===== src/rtl/writeback_stage.sv =====
// Writeback stage: retires memory-stage results into the register file, waiting on and extracting load data.
// Optional retired-instruction counter enabled by defining WB_RETIRE_CNT_EN.
module writeback_stage #(
    parameter int DWIDTH = 32,
    parameter int AWIDTH = 5
) (
    input  logic              ws_clk,
    input  logic              ws_rst,
    input  logic              ws_i_ce,
    input  logic [AWIDTH-1:0] ws_i_addr_rd,
    input  logic              ws_i_wr_rd,
    input  logic              ws_i_load,
    input  logic [2:0]        ws_i_funct3,
    input  logic [DWIDTH-1:0] ws_i_alu_result,
    input  logic [DWIDTH-1:0] ws_i_load_data,
    input  logic              ws_i_rd_ack,
    input  logic              ws_i_stall,
    input  logic              ws_i_flush,
    output logic [AWIDTH-1:0] ws_o_addr_rd,
    output logic [DWIDTH-1:0] ws_o_data_rd,
    output logic              ws_o_we,
    output logic              ws_o_ce,
    output logic              ws_o_stall,
    output logic [63:0]       ws_o_retired
);
    localparam logic [0:0] IDLE      = 1'b0;
    localparam logic [0:0] WAIT_LOAD = 1'b1;

    logic [0:0]        state_reg;
    logic [AWIDTH-1:0] rd_reg;
    logic              wr_rd_reg;
    logic [2:0]        funct3_reg;
    logic [1:0]        offset_reg;
    logic [AWIDTH-1:0] addr_rd_reg;
    logic [DWIDTH-1:0] data_rd_reg;
    logic              we_reg;
    logic              ce_reg;

    // Byte and halfword lanes of the returned word, selected by the latched offset.
    logic [7:0]        byte_lane [DWIDTH/8];
    logic [15:0]       half_lane [DWIDTH/16];
    logic [7:0]        byte_sel;
    logic [15:0]       half_sel;
    logic [DWIDTH-1:0] load_value;

    generate
        for (genvar gi = 0; gi < DWIDTH/8; gi++) begin : g_byte
            assign byte_lane[gi] = ws_i_load_data[8*gi +: 8];
        end
        for (genvar gi = 0; gi < DWIDTH/16; gi++) begin : g_half
            assign half_lane[gi] = ws_i_load_data[16*gi +: 16];
        end
    endgenerate

    assign byte_sel = byte_lane[offset_reg];
    assign half_sel = half_lane[offset_reg[1]];

    always_comb begin
        load_value = ws_i_load_data;
        case (funct3_reg)
            3'b000:  load_value = {{(DWIDTH-8){byte_sel[7]}}, byte_sel};
            3'b100:  load_value = {{(DWIDTH-8){1'b0}}, byte_sel};
            3'b001:  load_value = {{(DWIDTH-16){half_sel[15]}}, half_sel};
            3'b101:  load_value = {{(DWIDTH-16){1'b0}}, half_sel};
            default: load_value = ws_i_load_data;
        endcase
    end

    always_ff @(posedge ws_clk) begin
        if (ws_rst) begin
            state_reg   <= IDLE;
            rd_reg      <= '0;
            wr_rd_reg   <= 1'b0;
            funct3_reg  <= 3'b000;
            offset_reg  <= 2'b00;
            addr_rd_reg <= '0;
            data_rd_reg <= '0;
            we_reg      <= 1'b0;
            ce_reg      <= 1'b0;
        end else begin
            we_reg <= 1'b0;
            ce_reg <= 1'b0;
            if (state_reg == IDLE) begin
                if (ws_i_ce && !ws_i_stall && !ws_i_flush) begin
                    if (ws_i_load) begin
                        rd_reg     <= ws_i_addr_rd;
                        wr_rd_reg  <= ws_i_wr_rd;
                        funct3_reg <= ws_i_funct3;
                        offset_reg <= ws_i_alu_result[1:0];
                        state_reg  <= WAIT_LOAD;
                    end else begin
                        addr_rd_reg <= ws_i_addr_rd;
                        data_rd_reg <= ws_i_alu_result;
                        we_reg      <= ws_i_wr_rd && (ws_i_addr_rd != '0);
                        ce_reg      <= 1'b1;
                    end
                end
            end else begin
                // Flush wins over a same-cycle ack: the load is dropped silently.
                if (ws_i_flush) begin
                    state_reg <= IDLE;
                end else if (ws_i_rd_ack) begin
                    addr_rd_reg <= rd_reg;
                    data_rd_reg <= load_value;
                    we_reg      <= wr_rd_reg && (rd_reg != '0);
                    ce_reg      <= 1'b1;
                    state_reg   <= IDLE;
                end
            end
        end
    end

    assign ws_o_addr_rd = addr_rd_reg;
    assign ws_o_data_rd = data_rd_reg;
    assign ws_o_we      = we_reg;
    assign ws_o_ce      = ce_reg;
    assign ws_o_stall   = ws_i_stall || (state_reg == WAIT_LOAD);

`ifdef WB_RETIRE_CNT_EN
    logic [63:0] retired_reg;

    always_ff @(posedge ws_clk) begin
        if (ws_rst) begin
            retired_reg <= '0;
        end else if (ce_reg) begin
            retired_reg <= retired_reg + 64'd1;
        end
    end

    assign ws_o_retired = retired_reg;
`else
    assign ws_o_retired = '0;
`endif
endmodule


===== config.mk =====
export PLATFORM = sky130hd
export DESIGN_NAME = writeback_stage
export DESIGN_NICKNAME = d
export VERILOG_FILES = /design/src/rtl/writeback_stage.sv
export SDC_FILE = /design/constraint.sdc
export NUM_CORES = 1
export LEC_CHECK = 0
export CAP_MARGIN = 10
export CELL_PAD_IN_SITES_DETAIL_PLACEMENT = 2
export CELL_PAD_IN_SITES_GLOBAL_PLACEMENT = 2
export CORE_MARGIN = 2
export CORE_UTILIZATION = 22
export DETAILED_ROUTE_END_ITERATION = 16
export HOLD_SLACK_MARGIN = 0.15
export PLACE_DENSITY_LB_ADDON = 0.1
export SLEW_MARGIN = 20
export SYNTH_ARGS = -nofsm -noshare
export SYNTH_HDL_FRONTEND = slang
export SYNTH_SLANG_ARGS = --single-unit
export TNS_END_PERCENT = 5

===== constraint.sdc =====
create_clock -name ws_clk -period 4.8 [get_ports ws_clk]
set_clock_uncertainty 0.15 [all_clocks]
set_input_delay 0.72 -clock ws_clk [delete_from_list [all_inputs] [get_ports ws_clk]]
set_output_delay 0.72 -clock ws_clk [all_outputs]
set_load 0.005 [all_outputs]

==> impl_metrics.json, run 1 <==
{
  "postSynthCellCount": 389,
  "cp_slowest_stage_delay_ns": 0.95,
  "grt_max_degree": 42,
  "start_util_pct": 22.4,
  "grt_pass1_vias": 3323,
  "io_pins": 184,
  "maxSlewViolCount": 0,
  "hold_viol_final": 0,
  "synthFlopType": "dfxtp_1",
  "ys_warn_count": 0,
  "yosys-top-cells-count": "buf_4 (64), dfxtp_1 (51), a21oi_1 (29)",
  "yosysMostFrequentCell": "buf_4",
  "htreeDepth": 2,
  "period_minus_slack_ns": 3.20,
  "antenna_found_initial": 0,
  "post_cts_buffers": 0,
  "setup.worst_path.class": "reg -> out",
  "hold_buffers": 0,
  "placed_cell_area_um2": 4360,
  "path_clk_slew_ns": 0.07,
  "start_kind": "flip-flop",
  "critPathMaxFanout": 23,
  "coreArea_um2": 14500,
  "worst_ep_arrival_time_ns": 2.33,
  "final.setup.tns_ns": 0,
  "critPathSlowestCell": "dfxtp_1",
  "crit_family": "flip-flops",
  "crit_chain": "buf_4 > or2_2 > clkdlybuf4s50_1",
  "final_area_um2": 4510,
  "drt_wl_total_um": 12600,
  "vias": 3138,
  "drive_gt1_share_pct": 5.28,
  "powerDensity_nw_per_um2": 226,
  "cts_tree": "done",
  "die_h_um": 126,
  "largest_reg_flops": 32,
  "r2r_slack_ns": 1.62,
  "async_reset_ff_share_pct": 0,
  "grt_overflow": 0,
  "synth_edf_count": 0,
  "synth-seq-cells": 51,
  "first_pass_iters": 4,
  "yosys.area.top_type_share_pct": 31.4,
  "fin_crit_sh_pct": 66.7,
  "first_iter_violations": 114,
  "hold_path_class": "reg -> reg",
  "area_growth_pct": 38.9,
  "critPathBufInv": 2,
  "p_leak_nw": 1.54,
  "ys_top_cells_by_area": "dfxtp_1 (31%), buf_4 (15%), o2bb2ai_1 (4.6%)",
  "dieArea_um2": 15800,
  "ant_nets": 0,
  "track_usage_pct": 15.6,
  "fin_nets": 571,
  "max_freq_ghz": 0.312,
  "pre_cts_ws_ns": 1.46,
  "setup_violations": 0,
  "cts-root-buf": "clkbuf_16",
  "die_x_um": 126,
  "status": "finished, final reports clean",
  "numCtsBuffers": 5,
  "end_kind": "output pin",
  "grt_setup_unrepaired": "false",
  "hpwl_um": 9450,
  "fin_util_pct": 31.2,
  "viasPerCell": 4.64,
  "ctsResizeCount": 0,
  "syn-cell-area_um2": 3250,
  "io_buffer_count": 119,
  "cts_buffer_depth": 2,
  "wl_per_cell_um": 18.7,
  "ys_seq_area_share_pct": 31.4,
  "drc": 0,
  "rows": 44,
  "required_ns": 3.93,
  "synth.distinct_cells": 44,
  "setup_ws_ns": 1.60,
  "peakVddDrop_v": 0.000142,
  "clock_latency_ns": 0.30,
  "num_antenna_cells": 0,
  "cts_sinks": 51,
  "cap_violations": 0,
  "yosys.area.top_type": "dfxtp_1",
  "worst_pin_slew_ns": 1.03,
  "grt_pass1_wl_um": 19300,
  "slew_headroom_pct": 30.9,
  "syn_avg_cell_area_um2": 8.35,
  "n_fill_cell": 1649,
  "gp_congestion": 0.746
}
-- tightest hold or removal path: cells and delay by family (launching register included) --
kind	cells	cell delay [ns]
AND/OR/NAND/NOR	1	0.05
flip-flops	1	0.31
AO/OA/AOI/OAI	1	0.05
-- cell type report --
class                      instances  area (µm²)  area share [%]
clock buffer                       6         139            3.08
tap                              184         230            5.10
clock inverter                     2        16.3           0.360
inverter                           5        18.8           0.416
timing repair buffer             127        1250            27.7
multi-input combinational        301        1840            40.7
sequential                        51        1020            22.6
-- cell families (layout without fill, tap and decap cells) --
logic type	after synthesis	after routing	synth area share, %
compound gates	139	139	30.6
buf+inv	100	140	19.6
flops	51	51	31.4
mux	14	14	4.78
other cells	1	64	0.115
simple gates	84	84	13.5
-- where the power goes --
group	switching (mW)	internal [mW]	leakage (nW)	total (mW)
Combinational	0.0899	0.102	1.05	0.191
Sequential	0.00934	0.435	0.413	0.444
Clock	0.173	0.209	0.0731	0.382
Total	0.272	0.746	1.54	1.02
-- final timing paths --
path                                      start               end  cells past startpoint
worst max register to register        state_reg  ws_o_data_rd[15]                      3
worst max-delay path                  state_reg        ws_o_stall                      3
worst min-delay path            ws_o_data_rd[6]   ws_o_data_rd[6]                      2
worst min register to register  ws_o_data_rd[6]   ws_o_data_rd[6]                      2
-- layout by cell type, fill, tap and decap left out, types with 5 or more instances in the layout --
cell / instances
nor3b_1: 9
nor2_1: 21
a221oi_1: 16
o2bb2ai_1: 17
dfxtp_1: 51
o21a_1: 6
a22o_1: 10
conb_1: 64
buf_4: 8
nand2_1: 19
clkdlybuf4s50_1: 119
o2111ai_1: 5
nand3_1: 11
a211oi_1: 13
nor2b_1: 5
clkbuf_16: 5
mux2i_1: 11
a21oi_1: 29
o21ai_0: 25
-- routing by layer --
| metal | wire (µm) | track usage [%] | up-vias |
|---|---|---|---|
| li1 | - | - | 1508 |
| met1 | 5810 | 20.5 | 1498 |
| met2 | 5930 | 26.0 | 120 |
| met3 | 709 | 3.08 | 12 |
| met4 | 185 | 4.05 | 0 |
| met5 | 0 | 0 | - |
-- stage by stage --
step	hold slack [ns]	total power [mW]	std cells
3_5_place_dp	0.301	0.646	668
4_1_cts	0.311	1.04	676
6_report	0.305	1.02	676
2_1_floorplan	0.287	0.560	452
5_1_grt	0.332	1.07	676
3_3_place_gp	0.298	0.643	668
(Power assumes the default switching activity.)
==> run 2, diff against run 1 <==
--- a/config.mk
+++ b/config.mk
@@ -9,7 +9,7 @@
 export CELL_PAD_IN_SITES_DETAIL_PLACEMENT = 2
 export CELL_PAD_IN_SITES_GLOBAL_PLACEMENT = 2
 export CORE_MARGIN = 2
-export CORE_UTILIZATION = 22
+export CORE_UTILIZATION = 20
 export DETAILED_ROUTE_END_ITERATION = 16
 export HOLD_SLACK_MARGIN = 0.15
 export PLACE_DENSITY_LB_ADDON = 0.1
==> constraint.sdc (replaced) <==
create_clock -name ws_clk -period 3.2 [get_ports ws_clk]
set_clock_uncertainty 0.15 [all_clocks]
set_input_delay 0.48 -clock ws_clk [delete_from_list [all_inputs] [get_ports ws_clk]]
set_output_delay 0.48 -clock ws_clk [all_outputs]
set_load 0.005 [all_outputs]
==> impl_metrics.json, run 2 (same netlist as run 1, synthesis figures left out) <==
{
  "viasPerCell": 4.43,
  "antenna_found_initial": 0,
  "worst_pin_slew_ns": 0.805,
  "grt_max_degree": 30,
  "max_freq_ghz": 0.389,
  "drive_gt1_share_pct": 5.86,
  "holdPathStages": 2,
  "fin_nets": 574,
  "start_util_pct": 20.4,
  "cts_tree": "done",
  "final.setup.tns_ns": 0,
  "wl_per_cell_um": 18.2,
  "cts-root-buf": "clkbuf_16",
  "numCtsBuffers": 5,
  "grt_pass1_vias": 3325,
  "drt_wl_total_um": 13000,
  "first_iter_violations": 150,
  "status": "finished, final reports clean",
  "vias": 3148,
  "critPathMaxFanout": 14,
  "period_minus_slack_ns": 2.57,
  "htreeDepth": 2,
  "cts_sinks": 51,
  "coreArea_um2": 15900,
  "setup_violations": 0,
  "rows": 46,
  "first_pass_iters": 4,
  "largest_reg_flops": 32,
  "cts_buffer_depth": 2,
  "required_ns": 3.27,
  "final_cell_mix": "clkdlybuf4s50_1 (119), conb_1 (64), dfxtp_1 (50), a21oi_1 (29), o21ai_0 (25)",
  "die_x_um": 131,
  "cap_violations": 0,
  "slew_headroom_pct": 46.3,
  "powerDensity_nw_per_um2": 336,
  "io_buffer_count": 119,
  "track_usage_pct": 14.6,
  "grt_overflow": 0,
  "worst_ep_arrival_time_ns": 2.64,
  "drc": 0,
  "mostFrequentLayoutCell": "clkdlybuf4s50_1",
  "start_kind": "input pin",
  "setup.worst_path.class": "in -> reg",
  "clock_latency_ns": 0.31,
  "ant_nets": 0,
  "grt_setup_unrepaired": "false",
  "peakVddDrop_v": 0.000158,
  "fin_crit_sh_pct": 80.3,
  "die_h_um": 131,
  "hpwl_um": 9950,
  "hold_path_class": "reg -> reg",
  "totalPowerFinal_mw": 1.53,
  "area_growth_pct": 40.7,
  "dieArea_um2": 17300,
  "grt_pass1_wl_um": 19900,
  "r2r_cells": 5,
  "post_cts_buffers": 0,
  "path_clk_slew_ns": 0.09,
  "io_pins": 184,
  "hold_viol_final": 0,
  "maxSlewViolCount": 0,
  "hold_buffers": 0,
  "setup_ws_ns": 0.631,
  "pre_cts_ws_ns": 0.280,
  "num_antenna_cells": 0,
  "end_kind": "flip-flop",
  "gp_congestion": 0.738,
  "p_leak_nw": 1.56,
  "ctsResizeCount": 0
}
run 2: changes by cell type in the layout (fill, tap and decap cells not counted), sizes merged:
cell,before,now
buf,8,11
inv,4,6
clkbuf,6,5
clkinvlp,1,0
run 2: area by class of cell:
| cell class | count | area, µm² |
|---|---|---|
| Clock buffer | 5 | 125 |
| Timing Repair Buffer | 130 | 1270 |
| Fill cell | 1855 | 11300 |
| Inverter | 5 | 18.8 |
| Tap cell | 216 | 270 |
| Sequential cell | 51 | 1020 |
| Clock inverter | 3 | 26.3 |
| Multi-Input combinational cell | 301 | 1830 |
run 2: per-layer routing:
metal  vias to the layer above  share of wire, %  track usage (%)
met1                      1530                48             19.7
met3                         5               4.4             2.70
met5                         -                 0                0
li1                       1510                 -                -
met4                         0              0.85             3.08
met2                       103                47             24.2
run 2: final timing paths:
kind	startpoint	endpoint	slack (ns)
max	ws_i_load	ws_o_data_rd[18]	0.63
min	wr_rd_reg	wr_rd_reg	0.32
max reg2reg	state_reg	ws_o_data_rd[18]	0.68
min reg2reg	wr_rd_reg	wr_rd_reg	0.32
run 2: power breakdown:
part | leakage [nW] | total [mW] | switching (mW) | internal, mW
registers | 0.414 | 0.668 | 0.0157 | 0.652
logic | 1.07 | 0.288 | 0.135 | 0.153
clock network | 0.0748 | 0.578 | 0.280 | 0.298
run 2: per-stage QoR:
stage / std cells / instance area [µm²] / util [%] / hold slack (ns)
after floorplan: 452 / 3480 / - / 0.287
after global placement: 703 / 4420 / 27.8 / 0.302
after detailed placement: 703 / 4420 / 27.8 / 0.306
after CTS: 711 / 4570 / 28.8 / 0.319
after global routing: 711 / 4570 / 28.8 / 0.337
final: 711 / 4570 / 28.8 / 0.315
run 2: worst max-delay path: stages:
cell and delay (ns):
clkdlybuf4s50_1 0.43, or4b_4 0.56, a211oi_4 0.68, buf_4 0.26, o21ai_0 0.08, o2bb2ai_1 0.15
==> run 3, diff against run 2 <==
--- a/config.mk
+++ b/config.mk
@@ -9,7 +9,7 @@
 export CELL_PAD_IN_SITES_DETAIL_PLACEMENT = 2
 export CELL_PAD_IN_SITES_GLOBAL_PLACEMENT = 2
 export CORE_MARGIN = 2
-export CORE_UTILIZATION = 20
+export CORE_UTILIZATION = 18
 export DETAILED_ROUTE_END_ITERATION = 16
 export HOLD_SLACK_MARGIN = 0.15
 export PLACE_DENSITY_LB_ADDON = 0.1
==> constraint.sdc (replaced) <==
create_clock -name ws_clk -period 2.2 [get_ports ws_clk]
set_clock_uncertainty 0.15 [all_clocks]
set_input_delay 0.33 -clock ws_clk [delete_from_list [all_inputs] [get_ports ws_clk]]
set_output_delay 0.33 -clock ws_clk [all_outputs]
set_load 0.005 [all_outputs]
==> impl_metrics.json, run 3 (same netlist as run 1, synthesis figures left out) <==
{
  "clkPwrFrac_pct": 37.5,
  "numCtsBuffers": 5,
  "fin_nets": 593,
  "maxSlewViolCount": 0,
  "slew_headroom_pct": 31.1,
  "dieArea_um2": 19100,
  "grt_pass1_wl_um": 20800,
  "pwr-share-seq_pct": 42.6,
  "grt_pass1_vias": 3494,
  "drive_gt1_share_pct": 10.9,
  "die_x_um": 138,
  "antenna_found_initial": 0,
  "post_cts_buffers": 0,
  "period_minus_slack_ns": 2.16,
  "hold_ws_ns": 0.311,
  "hold_viol_final": 0,
  "hold_buffers": 0,
  "cap_violations": 0,
  "dp_cells": 735,
  "cts-root-buf": "clkbuf_16",
  "area_growth_pct": 47.5,
  "stdcell_count": 743,
  "p_leak_nw": 1.67,
  "io_buffer_count": 119,
  "required_ns": 2.24,
  "drc": 0,
  "powerDensity_nw_per_um2": 474,
  "peakVddDrop_v": 0.000232,
  "final_area_um2": 4790,
  "switching_share_pct": 28.6,
  "grt_max_degree": 31,
  "ant_nets": 0,
  "max_freq_ghz": 0.463,
  "r2r_slack_ns": 0.11,
  "grt_overflow": 0,
  "gp_congestion": 0.777,
  "totalPowerFinal_mw": 2.27,
  "wl_per_cell_um": 18.5,
  "worst_pin_slew_ns": 1.03,
  "hold_path_class": "reg -> reg",
  "path_clk_slew_ns": 0.08,
  "first_iter_violations": 92,
  "placed_cell_area_um2": 4610,
  "num_antenna_cells": 0,
  "internal_power_mw": 1.62,
  "start_util_pct": 18.2,
  "cts_sinks": 51,
  "start_kind": "input pin",
  "mostFrequentLayoutCell": "clkdlybuf4s50_1",
  "regArea_um2": 1020,
  "setup.worst_path.class": "in -> reg",
  "grt_setup_unrepaired": "true",
  "largest_reg_flops": 32,
  "r2r_cells": 4,
  "drt_wl_total_um": 13700,
  "track_usage_pct": 14.1,
  "first_pass_iters": 4,
  "coreArea_um2": 17800,
  "hpwl_um": 10700,
  "rows": 49,
  "critPathMaxFanout": 16,
  "pwr-share-comb_pct": 19.9,
  "htreeDepth": 2,
  "fin_util_pct": 26.9,
  "power.switching_mw": 0.650,
  "io_pins": 184,
  "vias": 3263,
  "cts_tree": "done",
  "cts_buffer_depth": 2,
  "die_h_um": 138,
  "end_kind": "flip-flop",
  "viasPerCell": 4.39,
  "worst_ep_arrival_time_ns": 2.21,
  "holdPathStages": 2,
  "n_fill_cell": 2040,
  "clock_latency_ns": 0.31,
  "multi_input_area_um2": 1870,
  "fin_crit_sh_pct": 98.3,
  "status": "finished, final reports clean",
  "final_cell_mix": "clkdlybuf4s50_1 (119), conb_1 (64), dfxtp_1 (50), a21oi_1 (28), buf_4 (28)",
  "setup_violations": 0
}
==> run 3: cell types whose count changed in the layout (fill, tap and decap cells not counted), sizes merged <==
cell  delta
buf     +19
==> run 3: worst paths after layout <==
kind	from	endpoint
setup reg to reg	offset_reg[1]	ws_o_data_rd[20]
setup / recovery	ws_i_load_data[15]	ws_o_data_rd[20]
hold / removal	ws_o_data_rd[6]	ws_o_data_rd[6]
hold reg to reg	ws_o_data_rd[6]	ws_o_data_rd[6]
==> run 3: metal layers <==
metal  global-route usage [%]  up-vias  share of wire (%)  wire, µm
met3                     2.67        9                5.2       718
met4                     4.19        0                1.2       167
met2                     23.5      113                 47      6440
met1                     18.5     1584                 47      6400
li1                         -     1557                  -         -
met5                        0        -                  0         0
==> run 3: repair_timing <==
action | 4_1_cts | 5_1_grt
pin swaps | 0 | 0
resized for setup | 2 | 6
setup endpoints to repair | 3 | 14
==> run 3: layout make-up <==
| class | instances | area share, % |
|---|---|---|
| Clock buffer | 5 | 2.61 |
| Sequential cell | 51 | 21.3 |
| Timing Repair Buffer | 149 | 30.1 |
| Multi-Input combinational cell | 301 | 39.1 |
| Inverter | 5 | 0.392 |
| Clock inverter | 3 | 0.470 |
| Tap cell | 229 | 5.98 |
==> run 3: stage by stage <==
stage / TNS, ns / worst slack, ns
finish: 0 / 0.0382
global placement: -7.37 / -0.297
CTS: 0 / 0.0443
detailed placement: -9.33 / -0.391
global route: -0.0461 / -0.0242
floorplan: 0 / 0.191
==> run 3: critical path, stage by stage <==
cell and delay [ns]:
clkdlybuf4s50_1 0.46, mux4_2 0.54, mux2_4 0.41, a221oi_1 0.36
o2bb2ai_1 0.10
==> run 3: power by group through the flow <==
| stage | clock network [mW] | registers (mW) | logic (mW) |
|---|---|---|---|
| floorplan | 0 | 0.986 | 0.237 |
| global placement | 0 | 0.989 | 0.445 |
| detailed placement | 0 | 0.989 | 0.449 |
| CTS | 0.893 | 0.967 | 0.453 |
| global route | 0.916 | 0.971 | 0.493 |
| finish | 0.851 | 0.967 | 0.453 |
